## config.mk

```make
export PLATFORM = sky130hd
export DESIGN_NAME = ram_load_arbiter
export DESIGN_NICKNAME = d
export VERILOG_FILES = /design/src/rtl/ram_load_arbiter.sv
export SDC_FILE = /design/constraint.sdc
export NUM_CORES = 1
export LEC_CHECK = 0
export CAP_MARGIN = 10
export CORE_UTILIZATION = 55
export CTS_CLUSTER_SIZE = 30
export DETAILED_ROUTE_END_ITERATION = 12
export DONT_BUFFER_PORTS = 1
export GPL_ROUTABILITY_DRIVEN = 0
export PLACE_DENSITY = 0.68
export SYNTH_ARGS = -nofsm -noshare
export SYNTH_HDL_FRONTEND = slang
export SYNTH_SLANG_ARGS = --single-unit
export TNS_END_PERCENT = 10
```

## constraint.sdc

```tcl
create_clock -name clk -period 1.9 [get_ports clk]
set_clock_uncertainty 0.05 [all_clocks]
set_input_delay 0.38 -clock clk [delete_from_list [all_inputs] [get_ports clk]]
set_output_delay 0.38 -clock clk [all_outputs]
set_load 0.02 [all_outputs]
```

## src/rtl/ram_load_arbiter.sv

```systemverilog
// RAM port owner for the 8-bit core: muxes the CPU control path with a byte-stream
// program loader that freezes the sequencer, holds the CPU in reset and fills RAM from 0.
module ram_load_arbiter #(
    parameter int ADDR_W    = 4,
    parameter int DATA_W    = 8,
    parameter int LOAD_LEN  = 16,
    parameter int WR_CYCLES = 2
) (
    input  logic              clk,
    input  logic              rst,
    input  logic              start,
    input  logic              abort,
    input  logic              in_valid,
    input  logic [DATA_W-1:0] in_data,
    output logic              in_ready,
    input  logic [ADDR_W-1:0] cpu_addr,
    input  logic [DATA_W-1:0] cpu_wdata,
    input  logic              cpu_ri,
    input  logic              cpu_ro,
    output logic [ADDR_W-1:0] ram_addr,
    output logic [DATA_W-1:0] ram_wdata,
    output logic              ram_we,
    output logic              ram_oe,
    output logic              prog_mode,
    output logic              cpu_rst_n,
    output logic              busy,
    output logic              done,
    output logic              err,
    output logic [DATA_W-1:0] checksum,
    output logic              conflict
);

    localparam int                CNT_W     = $clog2(WR_CYCLES + 1);
    localparam logic [ADDR_W-1:0] LAST_ADDR = ADDR_W'(LOAD_LEN - 1);
    localparam logic [CNT_W-1:0]  WR_LAST   = CNT_W'(WR_CYCLES);

    typedef enum logic [2:0] {IDLE, ARM, RECV, WRITE, FINISH} state_t;

    state_t             state_q, state_d;
    logic [ADDR_W-1:0]  load_addr;
    logic [DATA_W-1:0]  data_q;
    logic [CNT_W-1:0]   wr_cnt;
    logic               ld_we;
    logic               abort_hit, accept, wr_end;

    always_ff @(posedge clk or negedge rst) begin
        if (!rst) state_q <= IDLE;
        else      state_q <= state_d;
    end

    always_comb begin
        state_d   = state_q;
        abort_hit = 1'b0;
        accept    = 1'b0;
        wr_end    = 1'b0;
        case (state_q)
            IDLE: if (start) state_d = ARM;
            ARM: begin
                if (abort) begin
                    abort_hit = 1'b1;
                    state_d   = IDLE;
                end else begin
                    state_d = RECV;
                end
            end
            RECV: begin
                // abort outranks a same-cycle handshake: the byte is dropped
                if (abort) begin
                    abort_hit = 1'b1;
                    state_d   = IDLE;
                end else if (in_valid) begin
                    accept  = 1'b1;
                    state_d = WRITE;
                end
            end
            WRITE: begin
                if (abort) begin
                    abort_hit = 1'b1;
                    state_d   = IDLE;
                end else if (wr_cnt == WR_LAST) begin
                    wr_end  = 1'b1;
                    state_d = (load_addr == LAST_ADDR) ? FINISH : RECV;
                end
            end
            FINISH:  state_d = IDLE;
            default: state_d = IDLE;
        endcase
    end

    always_ff @(posedge clk or negedge rst) begin
        if (!rst) begin
            load_addr <= '0;
            data_q    <= '0;
            wr_cnt    <= '0;
            ld_we     <= 1'b0;
            checksum  <= '0;
            prog_mode <= 1'b0;
            cpu_rst_n <= 1'b0;
            busy      <= 1'b0;
            done      <= 1'b0;
            err       <= 1'b0;
        end else begin
            done <= 1'b0;
            if (abort_hit) begin
                err       <= 1'b1;
                busy      <= 1'b0;
                prog_mode <= 1'b0;
                cpu_rst_n <= 1'b0;
                ld_we     <= 1'b0;
            end else begin
                case (state_q)
                    IDLE: begin
                        // a failed load keeps the CPU parked until a clean load or rst
                        cpu_rst_n <= ~err;
                        if (start) begin
                            err       <= 1'b0;
                            checksum  <= '0;
                            load_addr <= '0;
                        end
                    end
                    ARM: begin
                        prog_mode <= 1'b1;
                        cpu_rst_n <= 1'b0;
                        busy      <= 1'b1;
                    end
                    RECV: begin
                        if (accept) begin
                            data_q   <= in_data;
                            checksum <= checksum + in_data;
                            wr_cnt   <= '0;
                            ld_we    <= 1'b1;
                        end
                    end
                    WRITE: begin
                        // strobe spans WR_CYCLES; the extra trailing cycle holds addr/data
                        wr_cnt <= wr_cnt + 1'b1;
                        ld_we  <= (int'(wr_cnt) + 1 < WR_CYCLES);
                        if (wr_end && load_addr != LAST_ADDR)
                            load_addr <= load_addr + 1'b1;
                    end
                    FINISH: begin
                        prog_mode <= 1'b0;
                        busy      <= 1'b0;
                        done      <= 1'b1;
                    end
                    default: ;
                endcase
            end
        end
    end

    assign in_ready  = (state_q == RECV);
    assign ram_addr  = prog_mode ? load_addr : cpu_addr;
    assign ram_wdata = prog_mode ? data_q    : cpu_wdata;
    assign ram_we    = prog_mode ? ld_we     : cpu_ri;
    assign ram_oe    = prog_mode ? 1'b0      : cpu_ro;
    assign conflict  = ~prog_mode & cpu_ri & cpu_ro;

endmodule

```

# Yosys cells after proc, flatten, opt, wreduce, memory -nomap -nowiden
# Cells that the tools add are included.
op_classes:
  bitwise_logic: 5
  n_addsub: 4
  mux: 40
  eq_ne: 13
  magnitude_cmp: 1
  n_reduce_logical: 18
ops:
  columns: ["op", "count"]
  rows:
  - ["$mux 8", 3]
  - ["$mux 1", 19]
  - ["$mux 3", 6]
  - ["$pmux 8 s2", 1]
  - ["$mux 4", 3]
  - ["$pmux 3 s4", 1]
  - ["$reduce_bool 2->1", 5]
  - ["$reduce_and 3->1", 3]
  - ["$reduce_bool 3->1", 3]
  - ["$add 8x8->8", 1]
  - ["$pmux 4 s2", 1]
  - ["$reduce_and 4->1", 2]
  - ["$eq 3x2->1 const B", 2]
  - ["$ne 3x3->1 const B", 2]
  - ["$pmux 1 s2", 3]
  - ["$add 4x1->4 const B", 1]
  - ["$eq 4x4->1 const B", 1]
  - ["$mux 2", 2]
  - ["$ne 2x2->1 const B", 2]
  - ["$ne 4x4->1 const B", 1]
  - ["$pmux 2 s2", 1]
  - ["$reduce_and 2->1", 2]
  - ["$add 2x1->3 const B", 1]
  - ["$eq 3x1->1 const B", 1]
  - ["other kinds (11)", 14]
totals:
  regBits: 30
  output_inout_bits: 29
  input_bits: 27
  word_cells: 91

# Longest topological paths before layout
# Gate-level depths: netlist of the first run.
depth:
  word_depth: 7
  depth_mapped: 7
  ltp_nobuf: 7

# Least setup slack after synthesis of the first run
# Ideal clock, no wire load.
synth_timing:
  path_kind: "reg-to-reg"
  startpoint: "reg checksum[0]"
  endpoint: "reg checksum[6]"
  slack_ns: -0.008
  arrival_ns: 1.737
  stages_incl_launch_ff: 8
  synth_period_minus_slack_ns: 1.908
  path_cell_list: "dfrtp_1 > ha_1 > fa_1 > a21oi_1 > o31ai_1 > a21oi_1 > xnor2_1 > a22o_1"
synth_via:
  elab_chain_len: 3
synth_rtl:
  columns: ["element", "line_no", "source"]
  rows:
  - ["start: declaration", "29", "output logic [DATA_W-1:0] checksum,"]
  - ["start signal: assignment", "129", "checksum <= checksum + in_data;"]
  - ["$add 8x8->8", "129", null]
  - ["$mux 8", "127", "if (accept) begin"]
  - ["$pmux 8 s2", "111", "case (state_q)"]
# No other way between the ends. The select of a mux whose other input is x is not followed.
# A chain may end at the register's enable or synchronous reset.

# Worst setup path after layout of the first run
# Ends and elaborated chain as after synthesis.

==> qor.yml, run 1 <==
status: "finished clean"
crit_type: "flop to flop"
drtPass1Iterations: 4
grt_usage: 0.224
crit_path_max_incr_delay_ns: 0.42
netlist_top_cells_count: "dfrtp_1, mux2_2, ha_1, inv_1"
startpoint: "checksum[0]"
hold_end: "state_q[1]"
min-delay-start: "abort"
num_rows: 20
yosys_warnings: 0
synth-edff-count: 0
clk_pin_slew_ns: 0.10
floorplan.initialDensity: 0.589
slew_headroom: 0.726
ys.flop_type: "dfrtp_1"
finalCriticalPeriod_ns: 1.84
clock_latency_ns: 0.33
via_count: 1305
cp.arrival_ns: 2.01
cp_data_required_time_ns: 2.08
antenna_found_initial: 0
viasPerCell: 5.80
cts_tree: "done"
port_buffers: 0
setup_viol: 0
vdd_drop_max_mv: 0.653
tightest_slew_ns: 0.408
die_h_um: 59.4
period_share: 0.966
drt_iter0_drc: 25
cp_max_fo: 2
ctsHtreeMaxLevel: 2
cap_violations: 0
num_antenna_cells: 0
postSynthCellCount: 167
total_power_mw: 2.42
holdWs_ns: 0.0515
worstRegToRegCells: 7
highest_layer: "met4"
grt_max_degree: 31
dr_wl_met3_um: 172
nets: 218
wirelength_met1_mm: 1.53
syn_nets: 205
worstHoldPathCells: 1
grt_pass1_vias: 1251
wl_per_cell_um: 15.9
slowest_stage: "dfrtp_2"
die_area_mm2: 0.00353
routed_wl_mm: 3.57
grt_pass1_wl_mm: 5.81
yosysSeqAreaShare: 0.414
postCtsSetupRepairBufs: 0
hold_viol_final: 0
power_density_mw_per_mm2: 1180
wl_met2_mm: 1.81
route.detailed.drc: 0
r2r-start: "checksum[0]"
dp_hpwl_mm: 2.51
yosys.area.top_type_share: 0.414
synth.most_common_cell: "dfrtp_1"
cts_buffers: 5
overflow: 0
fmax_mhz: 545
area_growth_pct: 12.9
drv_slew: 0
io_pins: 56
root_buffer: "clkbuf_4"
async_flop_share: 1.00
ys_seq_elements: 30
synth.avg_cell_area_um2: 10.8
ys_types: 44
fp.dieW_um: 59.4
layout-drive-gt1-share: 0.331
clockBufferDepth: 2
rsz0062_at_grt: "true"
rrSetupSlack_ns: 0.06
p_leak_nw: 0.907
yosys-top-cells-area: "dfrtp_1, mux2_2, ha_1, a22o_1, a21oi_1"
critPathCaptureType: "flop"
path_cells: "ha_2 -> fa_2 -> a21oi_2 -> o31ai_1 -> a21oi_1 -> xnor2_1 -> a22o_1"
ant_nets: 0
hold_class: "input pin to flop"
syn-cell-area_mm2: 0.00181
clock_sinks: 30
reg2reg_to: "checksum[6]"
startpoint_type: "flop"
yosysTopAreaCell: "dfrtp_1"
coreArea_mm2: 0.00308
cells by family after synthesis:
kind of cell	Yosys count	share of synthesized area
AOI/OAI and AO/OA	42	0.171
and+or+nand+nor	39	0.123
DFF	30	0.414
muxes	21	0.131
buffers and inverters	19	0.0573
adders and majority gates	11	0.0801
xor gates and xnor gates	5	0.0242
worst max-delay path by stage:
stage	end	slack [ns]	cells after the start
2_1_floorplan	checksum[6]	0.02	7
3_3_place_gp	checksum[6]	0.02	7
3_5_place_dp	checksum[6]	-0.05	7
4_1_cts	checksum[7]	-0.03	6
5_1_grt	checksum[6]	-0.006	7
6_report	checksum[6]	0.06	7
what timing repair did:
| action | CTS | global route |
|---|---|---|
| hold buffers | 2 | 0 |
| pin swaps | 1 | 3 |
| endpoints found under the setup margin | 2 | 4 |
| endpoints found under the hold margin | 30 | 0 |
| cloned | 0 | 0 |
| resized for setup | 3 | 6 |
per-layer routing:
metal  global-route usage  vias up
li1                     -      638
met2                0.368       32
met5                    0        -
met3               0.0546        5
met1                0.281      630
met4               0.0918        0
registers in the layout, indices dropped and copies added (netlist names):
register / cells
data_q: 8
err: 1
cpu_rst_n: 1
ld_we: 1
busy: 1
load_addr: 4
done: 1
wr_cnt: 2
state_q: 3
checksum: 8
area by class of cell:
class / instances / area, µm²
repair buffers: 15 / 140
clock inverters: 1 / 5.00
well taps: 44 / 55.1
inverters: 10 / 37.5
clock buffers: 7 / 55.1
multi-input cells: 118 / 1000
fillers: 248 / 1030
flip-flops and latches: 30 / 753
worst max-delay path: cells and delay by family, from the launching register on:
kind                     cells  cell delay, ns
AO/OA/AOI/OAI                4            0.63
XOR/XNOR                     1            0.08
adder cells (fa/ha/maj)      2            0.55
flip-flops                   1            0.42
report_power, final:
part / internal (mW) / total, mW / switching (mW) / leakage (nW)
logic: 0.454 / 1.05 / 0.593 / 0.484
clock network: 0.179 / 0.405 / 0.225 / 0.0353
registers: 0.815 / 0.967 / 0.152 / 0.387
total: 1.45 / 2.42 / 0.971 / 0.907
layout by cell type (no fill, tap or decap), types with 2 or more instances in the layout:
cell type	netlist	final
nand2_1	9	9
nor2_1	6	6
buf_12	0	2
inv_1	10	10
nor3_1	5	5
o211ai_1	2	2
o21ai_0	9	9
dfrtp_1	30	28
ha_1	10	8
a31oi_1	2	2
nand3_1	5	4
a21oi_2	1	3
a22o_2	2	2
mux2_2	21	21
o41ai_1	2	2
buf_4	2	12
clkbuf_4	0	5
a22o_1	8	8
a21oi_1	9	7
dfrtp_2	0	2
xnor2_1	4	4
metrics by stage:
step / utilization / TNS, ns / instance area, µm² / instances / worst slack [ns]
after floorplan: - / 0 / 1810 / 167 / 0.0168
after global placement: 0.621 / 0 / 1910 / 215 / 0.0193
after detailed placement: 0.621 / -0.0488 / 1910 / 215 / -0.0488
after CTS: 0.657 / -0.0258 / 2020 / 225 / -0.0258
after global routing: 0.665 / -0.00598 / 2050 / 225 / -0.00598
final: 0.665 / 0 / 2050 / 225 / 0.0641
Power figures use the tool's default switching activity.
==> run 2: changes to the inputs <==
GPL_TIMING_DRIVEN = 0   (was not set)
==> run 2 against run 1 <==
- first-iteration DRC count rose by 40%
- non-clock buffer count is 4 lower
- clock power decreased by 2%
- fmax shrank 5.2%
- total power rose by 6.2%
- the flow now finishes with violations (setup timing)
- critical path depth unchanged
- critical path type unchanged
- die area unchanged
==> qor.yml, run 2 (synthesis gave the netlist of run 1 again) <==
crit_type: "flop to flop"
hold_class: "input pin to flop"
routed_wl_mm: 3.87  # +8.2%
power_frac_clock: 0.154  # -0.013
cp_data_required_time_ns: 2.06  # -0.02 ns
die_h_um: 59.4  # unchanged
wl_per_cell_um: 17.6  # +11%
num-fill-cells: 233  # -6.0%
p_leak_nw: 0.920  # +1.4%
setup_viol: 2  # +2
via_count: 1328  # +1.8%
slew_headroom: 0.677  # -0.0485
clock_latency_ns: 0.34  # about the same
viasPerCell: 6.04  # +4.1%
grt_pass1_wl_mm: 5.87  # +1.1%
total_power_mw: 2.57  # +6.2%
drt_iter0_drc: 35  # +40%
drtPass1Iterations: 4  # unchanged
io_pins: 56  # unchanged
cp_max_fo: 3  # +1
antenna_found_initial: 0  # unchanged
ant_nets: 0  # unchanged
largest_registers: "checksum x8, data_q x8, load_addr x4"
cts_buffers: 5  # unchanged
clk_pin_slew_ns: 0.09  # about the same
hold_viol_final: 0  # unchanged
worstRegToRegCells: 7  # unchanged
worstHoldPathCells: 1  # unchanged
power_density_mw_per_mm2: 1210  # +2.1%
cp.arrival_ns: 2.10  # +0.09 ns
cap_violations: 0  # unchanged
finalSetupTns_ns: -0.0650  # -0.0650 ns
grt_max_degree: 31  # unchanged
r2r-start: "checksum[0]"
internal-power_mw: 1.54  # +6.6%
cts_tree: "done"
port_buffers: 0  # unchanged
min-delay-start: "in_data[2]"
mostFrequentLayoutCell: "dfrtp_1"
overflow: 0  # unchanged
drv_slew: 0  # unchanged
rsz0062_at_grt: "true"
sw_frac_of_total: 0.399  # -0.00214
period_share: 1.02  # +0.0533
fmax_mhz: 516  # -5.2%
status: "finished, violations left"
floorplan.initialDensity: 0.589  # unchanged
power_switching_mw: 1.03  # +5.6%
startpoint: "checksum[0]"
final_cell_mix: "dfrtp_1, mux2_2, inv_1"
num_antenna_cells: 0  # unchanged
final_util: 0.691  # +0.0268
clock_sinks: 30  # unchanged
clockBufferDepth: 2  # unchanged
area_growth_pct: 17.5
violations: "setup timing"
critPathCaptureType: "flop"
reg2reg_to: "checksum[6]"
fp.dieW_um: 59.4  # unchanged
route.detailed.drc: 0  # unchanged
grt_pass1_vias: 1296  # +3.6%
hold_end: "data_q[2]"
nets: 214  # -1.8%
comb_power_share: 0.446  # +0.013
seqPwrFrac: 0.400  # about the same
ctsHtreeMaxLevel: 2  # unchanged
finalWorstSetupSlack_ns: -0.0372  # -0.101 ns
layout-drive-gt1-share: 0.369  # +0.0378
root_buffer: "clkbuf_4"
grt_usage: 0.230  # +0.00625
coreArea_mm2: 0.00308  # unchanged
tightest_slew_ns: 0.484  # +0.0758 ns
rrSetupSlack_ns: -0.04  # -0.10 ns
num_rows: 20  # unchanged
place_area_mm2: 0.00187  # -2.3%
startpoint_type: "flop"
die_area_mm2: 0.00353  # unchanged
final_cell_area_mm2: 0.00213  # +4.0%
vdd_drop_max_mv: 0.752  # +15%
dp_hpwl_mm: 2.57  # +2.1%
finalCriticalPeriod_ns: 1.94  # +0.101 ns
[run 2: cell count changes in the layout (fill, tap and decap cells not counted), sizes merged]
cell    before  now
clkinv       1    0
clkbuf       7    8
buf         14    9
[run 2: how the worst max path moves through the flow]
stage,to,slack [ns],depth (start not counted)
final,checksum[6],-0.04,7
after global routing,checksum[6],-0.14,7
after CTS,ram_wdata[0],-0.08,3
after detailed placement,checksum[6],-0.15,7
after global placement,checksum[6],-0.09,7
after floorplan,checksum[6],0.02,7
[run 2: area by class of cell]
class | count | area [µm²] | share of cell area
Multi-Input combinational cell | 118 | 1100 | 0.517
Sequential cell | 30 | 758 | 0.356
Buffer | 9 | 92.6 | 0.0435
Clock buffer | 7 | 55.1 | 0.0259
Tap cell | 44 | 55.1 | 0.0259
Inverter | 10 | 37.5 | 0.0176
Timing Repair Buffer | 2 | 30.0 | 0.0141
[run 2: worst max-delay path, cell delays in order (launching register included)]
cell	delay, ns
dfrtp_2	0.48
ha_4	0.19
fa_2	0.36
a21oi_2	0.17
o31ai_1	0.10
a21oi_1	0.17
xnor2_1	0.08
a22o_1	0.21
[run 2: what timing repair did]
action                     CTS  global route
gates cloned                 0             0
setup buffers                0             0
pin swaps                    1             3
resized for setup           14            25
hold buffers                 2             0
setup endpoints to repair   19            14
hold endpoints to repair    30             0
[run 2: routing by layer]
| metal | up-vias | track usage | part of all wire |
|---|---|---|---|
| met5 | - | 0 | 0 |
| met4 | 0 | 0.122 | 0.018 |
| met3 | 7 | 0.0480 | 0.036 |
| met2 | 34 | 0.374 | 0.51 |
| met1 | 660 | 0.286 | 0.44 |
| li1 | 627 | - | - |
[run 2: power groups by stage]
| stage | Sequential, mW | Clock [mW] | Combinational [mW] |
|---|---|---|---|
| final | 1.03 | 0.396 | 1.14 |
| after floorplan | 0.984 | 0 | 0.825 |
| after global routing | 1.05 | 0.433 | 1.23 |
| after detailed placement | 1.02 | 0 | 0.937 |
| after CTS | 1.02 | 0.407 | 1.01 |
| after global placement | 1.01 | 0 | 0.921 |
[run 2: through the flow]
step                      setup slack (ns)  hold WS, ns  std cells
after global routing                -0.143        0.125        220
after detailed placement            -0.150       0.0350        211
final                              -0.0372        0.141        220
after global placement             -0.0948       0.0350        211
after CTS                          -0.0797        0.129        220
after floorplan                     0.0168       0.0344        167
